`src/rtl/serial_sub_pkg.sv`:
```
// Shared constants for the bit-serial subtractor: FSM encoding and default operand width.
package serial_sub_pkg;

   localparam int DEFAULT_WIDTH = 8;

   typedef enum logic [1:0] {
      IDLE = 2'd0,
      RUN  = 2'd1,
      DONE = 2'd2
   } state_t;

endpackage

```
`src/rtl/full_subtractor.sv`:
```
// One-bit full subtractor: d = x - y - bin, bout set when the bit needs to borrow.
module full_subtractor (
   input  logic x,
   input  logic y,
   input  logic bin,
   output logic d,
   output logic bout
);

   assign d    = x ^ y ^ bin;
   assign bout = (~x & y) | (~(x ^ y) & bin);

endmodule

```
`src/rtl/serial_subtractor.sv`:
```
// Bit-serial unsigned subtractor, LSB first, one bit per clock.
// Optional macro SERIAL_SUB_SATURATE_EN clamps diff to zero whenever the result borrows.
module serial_subtractor
   import serial_sub_pkg::*;
#(
   parameter int WIDTH = DEFAULT_WIDTH
) (
   input  logic             clk,
   input  logic             rst,
   input  logic             start,
   input  logic [WIDTH-1:0] a,
   input  logic [WIDTH-1:0] b,
   output logic             busy,
   output logic             done,
   output logic [WIDTH-1:0] diff,
   output logic             borrow
);

   localparam int CW = $clog2(WIDTH) + 1;
   localparam logic [CW-1:0] LAST = CW'(WIDTH - 1);

`ifdef SERIAL_SUB_SATURATE_EN
   localparam bit SAT_EN = 1'b1;
`else
   localparam bit SAT_EN = 1'b0;
`endif

   state_t           state, state_nx;
   logic [CW-1:0]    cnt;
   logic [WIDTH-1:0] a_sh, b_sh, res_sh, diff_q;
   logic             bflop, borrow_q, done_q;
   logic             d_bit, bout_bit;

   function automatic logic [WIDTH-1:0] sat_diff(input logic [WIDTH-1:0] raw,
                                                 input logic brw);
      sat_diff = (SAT_EN && brw) ? '0 : raw;
   endfunction

   full_subtractor u_fs (
      .x    (a_sh[0]),
      .y    (b_sh[0]),
      .bin  (bflop),
      .d    (d_bit),
      .bout (bout_bit)
   );

   always_ff @(posedge clk) begin
      if (rst) state <= IDLE;
      else     state <= state_nx;
   end

   always_comb begin
      state_nx = state;
      case (state)
         IDLE:    if (start) state_nx = RUN;
         RUN:     if (cnt == LAST) state_nx = DONE;
         DONE:    state_nx = IDLE;
         default: state_nx = IDLE;
      endcase
   end

   // Control and visible result registers; the result is only updated in DONE.
   always_ff @(posedge clk) begin
      if (rst) begin
         cnt      <= '0;
         bflop    <= 1'b0;
         done_q   <= 1'b0;
         diff_q   <= '0;
         borrow_q <= 1'b0;
      end else begin
         done_q <= 1'b0;
         case (state)
            IDLE: if (start) begin
               cnt   <= '0;
               bflop <= 1'b0;
            end
            RUN: begin
               cnt   <= cnt + 1'b1;
               bflop <= bout_bit;
            end
            DONE: begin
               done_q   <= 1'b1;
               diff_q   <= sat_diff(res_sh, bflop);
               borrow_q <= bflop;
            end
            default: ;
         endcase
      end
   end

   // Operand and partial-result shifters carry no reset; they are loaded on accept.
   always_ff @(posedge clk) begin
      if (state == IDLE && start) begin
         a_sh <= a;
         b_sh <= b;
      end else if (state == RUN) begin
         a_sh   <= a_sh >> 1;
         b_sh   <= b_sh >> 1;
         res_sh <= {d_bit, res_sh[WIDTH-1:1]};
      end
   end

   assign busy   = (state == RUN) || (state == DONE);
   assign done   = done_q;
   assign diff   = diff_q;
   assign borrow = borrow_q;

endmodule

```
`config.mk`:
```
export PLATFORM = sky130hd
export DESIGN_NAME = serial_subtractor
export DESIGN_NICKNAME = d
export VERILOG_FILES = /design/src/rtl/serial_sub_pkg.sv /design/src/rtl/full_subtractor.sv /design/src/rtl/serial_subtractor.sv
export SDC_FILE = /design/constraint.sdc
export NUM_CORES = 1
export LEC_CHECK = 0
export BUFFER_PORTS_ARGS = -buffer_cell sky130_fd_sc_hd__buf_2
export CAP_MARGIN = 30
export CORE_MARGIN = 5
export CORE_UTILIZATION = 58
export DETAILED_ROUTE_END_ITERATION = 7
export PLACE_DENSITY = 0.79
export SYNTH_ARGS = -nofsm -noshare
export SYNTH_HDL_FRONTEND = slang
export SYNTH_SLANG_ARGS = --single-unit
```
`constraint.sdc`:
```
create_clock -name clk -period 4.8 [get_ports clk]
set_input_delay 0.96 -clock clk [delete_from_list [all_inputs] [get_ports clk]]
set_output_delay 0.96 -clock clk [all_outputs]
set_load 0.02 [all_outputs]
```
==> impl_results.md, run 1 <==
- Status: completed
- Final slew viol count: 0
- Wire length per cell: 14.9 um
- Final period util: 0.476
- Worst min path class: flip-flop to flip-flop
- CP Data Required Time: 3840 ps
- Worst-case clock skew: 11.1 ps
- Layout cells sized above 1: 0.329
- Distinct cells, synth: 23
- Largest family of logic cells by synthesized area: multiplexers
- Critical path cell sequence: inv_1 > ha_1 > buf_2
- Post-DP HPWL: 2000 um
- Clk Latency, worst-skew pair: 340 ps
- Initial antenna violation count: 0
- WP data arrival: 1320 ps
- Mapped Cells: 122
- Routability cong.: 0.791
- DIE HEIGHT: 63.9 um
- Worst slew margin: 0.529
- Post-Route WL: 2770 um
- Vias per cell: 5.46
- NumNets Final: 180
- DR vias: 1,016
- DIE WIDTH: 63.9 um
- CP max stage delay: 400 ps
- Vias in the first global route: 1,036
- Crit path launch type: flip-flop
- R2R setup slack: 2600 ps
- Post-cts sizing count: 0
- Crit path max fanout: 4
- Max Clock Freq: 0.438 GHz
- Syn nets: 148
- Dpl cell area: 1850 sq um
- Root Buffer: clkbuf_4
- Synth Register Bits: 41
- Layout area overhead: 15.1%
- Family with the most delay on the worst path: flip-flops
- # Max-Cap Violations: 0
- Fin. Hold Viols: 0
- Post-CTS Setup Bufs: 0
- RSZ-0062 raised after global routing: no
- Buf/Inv on CP: 2
- CORE AREA: 2780 sq um
- Crit. End Element: primary output
- Starting Density: 0.606
- Critical setup path kind: flip-flop to primary output
- CTS tree: built
- PortBufs: 29
- Hold-fix buffers at CTS: 0
- Reg2reg path depth: 4
- Yosys warns: 0
- Max Root-Sink Buffers: 2
- Initial DRC count: 23
- Clock transition at path regs: 120 ps
- Setup violators final: 0
- IO Pins: 30
- DRC viols: 0
- Minimum clock period: 2280 ps
- GRT Total Usage: 0.146
- Num CTS Buffers: 5
- Placement Rows: 19
- Remaining antenna violation count: 0
- Hold depth: 0
- Synth Area in XOR/XNOR: 0
- Die area: 4080 sq um
- Slowest stage cell, crit path: dfxtp_1
- Syn_area_per_cell: 13.8 sq um
- CTS sink count: 41
- Power per Cell Area: 572 nW/um^2
- H-tree levels: 2
- Remaining global-route overflow: 0
- TNS Setup: 0 ps
- Synth Area in Compound Gates: 0.0334
- Sequential area share after synthesis: 0.630
- Largest net degree at the start of global routing: 18
- Initial DRT Pass Iterations: 4
- Synth Area in Simple Gates: 0.0943
- Leakage: 0.787 nW
- HP Start: res_sh[7]
- First-pass GRT wire length: 4710 um
- Ant diodes: 0
- Mapped Area: 1690 sq um
- Reg2reg end: a_sh[1]
- Worst Hold End: res_sh[6]
- Design area: 1940 sq um
- R2R Path Start: state[0]
- Mux share of post-synthesis cell area: 0.165
- Pin slew with the least headroom to its limit: 707 ps
- Adder-Cell Fraction of Synth Area: 0.0564
- Maximum vdd drop: 401 uV
-- layout by cell type (no fill, tap or decap), drive strengths merged, types with 2 or more instances in the layout --
cell and instances:
nand3b 2, dfxtp 17, nor2 11, ha 6, buf 29, mux2 14
and3 2, clkbuf 6, o21ai 2, a32oi 3, inv 5, mux2i 12
nor2b 3, edfxtp 24, nand2b 4, a21oi 2, nand2 6
-- worst max-delay path by stage --
stage             start  endpoint  slack [ps]  cells after the start
5_1_grt        state[1]   a_sh[1]        2420                      4
4_1_cts        state[0]      busy        2520                      3
2_1_floorplan     start   a_sh[0]        2730                      3
3_3_place_gp      start   a_sh[3]        2320                      3
6_report       state[0]      busy        2520                      3
3_5_place_dp      start   a_sh[3]        2240                      3
-- per-stage QoR --
step	util	setup WS [ps]	total power, mW	instances	hold slack [ps]
after detailed placement	0.666	2240	0.891	178	442
after CTS	0.698	2520	1.12	186	467
after floorplan	-	2730	0.804	122	426
after global placement	0.666	2320	0.867	178	432
final	0.698	2520	1.11	186	468
after global routing	0.698	2420	1.18	186	483
-- sequential cells by signal (all words and copies together) (netlist names) --
register  count
done          1
a_sh          8
state         2
b_sh          8
diff          8
bflop         1
res_sh        8
cnt           4
borrow        1
-- final cells by class --
class / count / area, sq um
Multi-Input combinational cell: 72 / 588
Sequential cell: 41 / 1060
Tap cell: 31 / 38.8
Clock inverter: 2 / 37.5
Timing Repair Buffer: 29 / 145
Inverter: 5 / 18.8
Fill cell: 218 / 841
Clock buffer: 6 / 51.3
-- layer usage --
metal / vias up / track usage / routed length [um]
li1: 499 / - / -
met1: 482 / 0.177 / 1110
met2: 31 / 0.245 / 1430
met3: 4 / 0.0578 / 198
met4: 0 / 0.0338 / 27
met5: - / 0 / 0
-- logic make-up (layout without fill, tap and decap cells) --
logic type                 count (synthesis)  in the layout
DFF                                       41             41
buffers and inverters                      9             42
AOI/OAI and AO/OA                          8              8
adders and majority gates                  7              7
muxes                                     26             26
and+or+nand+nor                           31             31
-- Yosys cell counts --
master    number  area, sq um
or4b_1         1         10.0
dfxtp_1       17          340
edfxtp_1      24          721
buf_2          2         10.0
nor2_1        11         41.3
inv_1          5         18.8
nand2_1        6         22.5
a32oi_1        3         26.3
and3_1         2         12.5
nand3b_1       2         15.0
fa_1           1         20.0
nand3_1        1         5.00
nand2b_1       4         25.0
clkbuf_1       2         7.51
o21ai_1        1         5.00
a32o_1         1         10.0
ha_1           6         75.1
a21oi_1        2         10.0
mux2i_1       12          120
mux2_2        14          158
and3b_1        1         8.76
o21ai_0        1         5.00
nor2b_1        3         18.8
-- report_power, final --
group	internal [mW]	leakage, nW	total (mW)	switching [mW]
Combinational	0.129	0.372	0.296	0.167
Clock	0.124	0.0445	0.232	0.108
Sequential	0.537	0.370	0.582	0.0444
Total	0.790	0.787	1.11	0.320
Note: power is estimated with default switching activity, not from simulation.
==> run 2, diff against run 1 <==
ABC_AREA = 1   (was default)
CORE_UTILIZATION = 54   (was 58)
PLACE_DENSITY = 0.74   (was 0.79)
clock period = 2.3 ns   (was 4.8 ns; I/O delays follow)
==> run 2 against run 1 <==
  * Clock power up 64%
  * Utilization down 6.0 points
  * Clock skew is 0.57 ps lower
  * Worst hold slack worse by 140 ps
  * Global-route usage grew 1.5 points
  * Synthesized cell count up 48%
  * Cell count rose by 38%
  * Synthesized area up 1.8%
  * Wire length grew 13%
  * Setup slack worse by 2000 ps
  * Non-clock buffer count grew 1
  * Power grew 140%
  * Largest cell class unchanged
  * Highest routed layer unchanged
==> impl_results.md, run 2 <==
- Status: completed
- M2 GR Usage: 0.278
- Power per Cell Area: 1340 nW/um^2
- Post-Route WL: 3120 um
- Commonest non-fill, non-tap cells in the layout: 55 x nand2_1, 29 x nor2_1, 29 x buf_2
- Crit path launch type: flip-flop
- Net switching power: 1.01 mW
- GRT Max-Usage Layer: met2
- Clk Latency, worst-skew pair: 350 ps
- DR vias: 1,266
- Leakage: 0.919 nW
- Final period util: 0.792
- Top post-synthesis cells by count: 55 x nand2_1, 29 x nor2_1, 24 x edfxtp_1
- Remaining antenna violation count: 0
- Commonest non-fill, non-tap cell in the layout: nand2_1
- Design area: 1950 sq um
- CP Data Required Time: 1840 ps
- Most frequent cell after synthesis: nand2_1
- DIE WIDTH: 66.4 um
- Crit path max fanout: 4
- # Max-Cap Violations: 0
- Initial DRT Pass Iterations: 5
- Post-cts sizing count: 0
- Yosys warns: 0
- Max Clock Freq: 0.549 GHz
- CTS tree: built
- GRT Total Usage: 0.161
- Synth Flop Type: edfxtp_1
- WP data arrival: 1360 ps
- CTS sink count: 41
- Post-synth EDFFs: 24
- IO Pins: 30
- Post-DP HPWL: 2310 um
- Layout cells sized above 1: 0.216
- Syn_area_per_cell: 9.53 sq um
- Distinct cells, synth: 17
- First-pass GRT wire length: 5250 um
- TNS Setup: 0 ps
- DIE HEIGHT: 66.4 um
- Dpl ws: 619 ps
- Placed insts: 249
- RSZ-0062 raised after global routing: no
- NumNets Final: 238
- Die area: 4400 sq um
- Share of power burned in registers: 0.503
- R2R setup slack: 620 ps
- Synth top area cells: edfxtp_1 42%, dfxtp_1 20%, nand2_1 12%
- Multi-input gate area: 554 sq um
- Fin. Hold Viols: 0
- HP Start: rst
- Final setup margin: 479 ps
- Post-CTS Setup Bufs: 0
- R2R Path Start: state[1]
- Met1 Track Usage GR: 0.186
- Async SR Flop Fraction: 0
- Ant diodes: 0
- Setup violators final: 0
- Post-synth top area share: 0.420
- Clock power frac: 0.145
- Worst slew margin: 0.579
- Dpl cell area: 1880 sq um
- Num CTS Buffers: 5
- Combinational Power Share: 0.351
- Switching share of total power: 0.387
- Crit. End Element: primary output
- Finished Layout Cells: 257
- Worst min path class: primary input to flip-flop
- Internal power: 1.60 mW
- Sequential area share after synthesis: 0.619
- Remaining global-route overflow: 0
- Minimum clock period: 1820 ps
- Initial DRC count: 65
- Number of fill cells: 264
- Worst-case clock skew: 10.5 ps
- Placement Rows: 20
- Clock transition at path regs: 140 ps
- Mapped Area: 1720 sq um
- Wire length per cell: 12.1 um
- Syn nets: 206
- Pin slew with the least headroom to its limit: 629 ps
- Starting Density: 0.562
- PortBufs: 29
- Worst Setup SP: state[0]
- Maximum vdd drop: 810 uV
- Yosys top cell by area: edfxtp_1
- Reg2reg path depth: 4
- Final slew viol count: 0
- Hold depth: 2
- Hold-fix buffers at CTS: 0
- Vias in the first global route: 1,228
- Routability cong.: 0.739
- Layout area overhead: 13.4%
- Critical setup path kind: flip-flop to primary output
- Largest net degree at the start of global routing: 21
- Register area: 1060 sq um
- CORE AREA: 3050 sq um
- Mapped Cells: 180
- Met3 global-route usage: 0.0425
- Synth Register Bits: 41
- Total power: 2.61 mW
- Initial antenna violation count: 0
- Max Root-Sink Buffers: 2
- Worst Hold End: done
- Vias per cell: 4.93
- Root Buffer: clkbuf_4
- H-tree levels: 2
- Reg2reg end: a_sh[0]
- DRC viols: 0
-- run 2: changes by cell type after synthesis, moves of 3 or more --
cell and change:
nand2_1 +49, nor2_1 +18, mux2_2 -14, mux2i_1 -12
inv_1 +8, o21ai_0 +8, a21oi_1 +4, nand2_2 +4
nand2b_1 -4, nand3_1 +4, a32oi_1 -3, inv_2 +3
nor2b_1 -3
-- run 2: critical path: stages (launching register included) --
cell,delay (ps)
dfxtp_1,430
inv_1,110
ha_1,310
buf_2,160
-- run 2: layout make-up --
type / count / area share
well taps: 44 / 0.0283
clock inverters: 3 / 0.0129
clock buffers: 5 / 0.0193
repair buffers: 30 / 0.0785
flip-flops and latches: 41 / 0.545
inverters: 16 / 0.0309
multi-input cells: 118 / 0.285
-- run 2: power by group through the flow --
stage | logic, mW | clock network (mW) | registers, mW
2_1_floorplan | 0.628 | 0 | 1.38
3_3_place_gp | 0.887 | 0 | 1.32
3_5_place_dp | 0.936 | 0 | 1.33
4_1_cts | 0.933 | 0.382 | 1.32
5_1_grt | 1.04 | 0.425 | 1.34
6_report | 0.918 | 0.380 | 1.32
-- run 2: cell families after synthesis --
family	after synthesis	share of synthesized area
DFF	41	0.619
adders and majority gates	7	0.0554
buffers and inverters	21	0.0584
AOI/OAI and AO/OA	15	0.0438
and+or+nand+nor	96	0.224
-- run 2: through the flow --
step,util,hold WS (ps)
2_1_floorplan,-,427
3_3_place_gp,0.617,434
3_5_place_dp,0.617,437
4_1_cts,0.637,321
5_1_grt,0.637,311
6_report,0.637,323
-- run 2: layer usage --
metal / routed length [um] / vias up
met1: 1400 / 584
met3: 147 / 6
met5: 0 / -
met4: 55 / 0
met2: 1520 / 35
li1: - / 641
-- run 2: worst max-delay path by stage --
stage	depth (start not counted)	slack, ps	to
after floorplan	6	610	a_sh[0]
after global placement	4	650	b_sh[7]
after detailed placement	4	620	b_sh[6]
after CTS	3	470	busy
after global routing	3	420	busy
final	3	480	busy
==> run 3, diff against run 2 <==
clock period = 1.8 ns   (was 2.3 ns; I/O delays follow)
==> run 3 against run 2 <==
  * Critical path type unchanged
  * Non-clock buffer count is 1 higher
  * Power is 31% higher
  * Sequential share of layout area is 0.66 points lower
  * Critical endpoint unchanged
  * Via count is 0.32% lower
  * First-iteration DRC count is 4.6% lower
  * Register-to-register slack worse by 270 ps
  * Cell area is 1.2% higher
  * Die area stayed put
  * Setup slack worse by 350 ps
  * Count of clock-buffer cells in the layout is 1 higher
  * Critical path depth stayed put
  * Cell count is 0.39% higher
==> impl_results.md, run 3 (synthesized netlist as in run 2, its figures left out) <==
- Vias per cell: 4.89
- Critical setup path kind: flip-flop to primary output
- Vias in the first global route: 1,296
- Fin. Hold Viols: 0
- Critical path cell sequence: inv_1 > ha_1 > buf_2
- Post-CTS Setup Bufs: 0
- CTS sink count: 41
- RSZ-0062 raised after global routing: no
- Crit. End Element: primary output
- Post-Route WL: 3100 um
- Crit path launch type: flip-flop
- CTS tree: built
- DRC viols: 0
- DIE HEIGHT: 66.4 um
- Layout cells sized above 1: 0.220
- Leakage: 0.931 nW
- Post-DP HPWL: 2270 um
- Power per Cell Area: 1730 nW/um^2
- Num CTS Buffers: 5
- WP data arrival: 1310 ps
- Initial antenna violation count: 0
- Placement Rows: 20
- IO Pins: 30
- Layout area overhead: 14.8%
- Ant diodes: 0
- Minimum clock period: 1670 ps
- Worst min path class: primary input to flip-flop
- Initial DRC count: 62
- DR vias: 1,262
- Largest net degree at the start of global routing: 17
- CP max stage delay: 400 ps
- Routability cong.: 0.723
- Maximum vdd drop: 755 uV
- Clock transition at path regs: 130 ps
- Commonest non-fill, non-tap cell in the layout: nand2_1
- TNS Setup: 0 ps
- Worst slew margin: 0.712
- Crit path max fanout: 4
- CORE AREA: 3050 sq um
- Wire length per cell: 12.0 um
- Remaining global-route overflow: 0
- Clk Latency, worst-skew pair: 360 ps
- Starting Density: 0.562
- Final slew viol count: 0
- Final period util: 0.928
- Pin slew with the least headroom to its limit: 431 ps
- Max Root-Sink Buffers: 2
- GRT Total Usage: 0.167
- Initial DRT Pass Iterations: 4
- CP Data Required Time: 1440 ps
- Die area: 4400 sq um
- PortBufs: 29
- Final Util: 0.645
- DIE WIDTH: 66.4 um
- Worst-case clock skew: 10.5 ps
- H-tree levels: 2
- Slowest stage cell, crit path: dfxtp_1
- Post-cts sizing count: 0
- Status: completed
- Setup violators final: 0
- First-pass GRT wire length: 5450 um
- Root Buffer: clkbuf_4
- Hold-fix buffers at CTS: 0
- Total power: 3.41 mW
- Max Clock Freq: 0.599 GHz
- Commonest non-fill, non-tap cells in the layout: 55 x nand2_1, 29 x nor2_1, 29 x buf_2
- NumNets Final: 239
- Remaining antenna violation count: 0
- # Max-Cap Violations: 0
[run 3: per-layer routing]
metal	global-route usage	vias up	share of wire
met2	0.278	36	0.48
met5	0	-	0
met4	0.0736	0	0.017
met3	0.0765	5	0.074
li1	-	640	-
met1	0.182	581	0.43
[run 3: worst paths after layout]
path	slack, ps	cells after the start	end	start
min	220	2	done	rst
min reg2reg	470	0	res_sh[3]	res_sh[4]
max reg2reg	350	5	b_sh[0]	state[1]
max	130	3	busy	state[0]
[run 3: metrics by stage]
stage	cells	instance area (sq um)	setup slack, ps	hold WS [ps]
CTS	258	1970	101	207
global placement	250	1890	413	433
detailed placement	250	1890	370	442
finish	258	1970	129	219
floorplan	180	1720	113	427
global route	258	1970	14.7	182
[run 3: worst max-delay path: cells and delay by family, from the launching register on]
kind / cells / cell delay (ps)
fa+ha+maj: 1 / 300
buf+inv: 2 / 260
flops: 1 / 400
[run 3: area by class of cell]
type	instances	area (sq um)
Inverter	16	60.1
Tap cell	44	55.1
Clock buffer	6	62.6
Sequential cell	41	1060
Multi-Input combinational cell	118	554
Timing Repair Buffer	31	160
Fill cell	295	1080
Clock inverter	2	16.3
[run 3: power breakdown]
| part | total [mW] | leakage, nW | switching [mW] | internal [mW] |
|---|---|---|---|---|
| Sequential | 1.69 | 0.372 | 0.165 | 1.52 |
| Clock | 0.550 | 0.0396 | 0.311 | 0.239 |
| Combinational | 1.18 | 0.520 | 0.798 | 0.380 |
| Total | 3.41 | 0.931 | 1.28 | 2.14 |
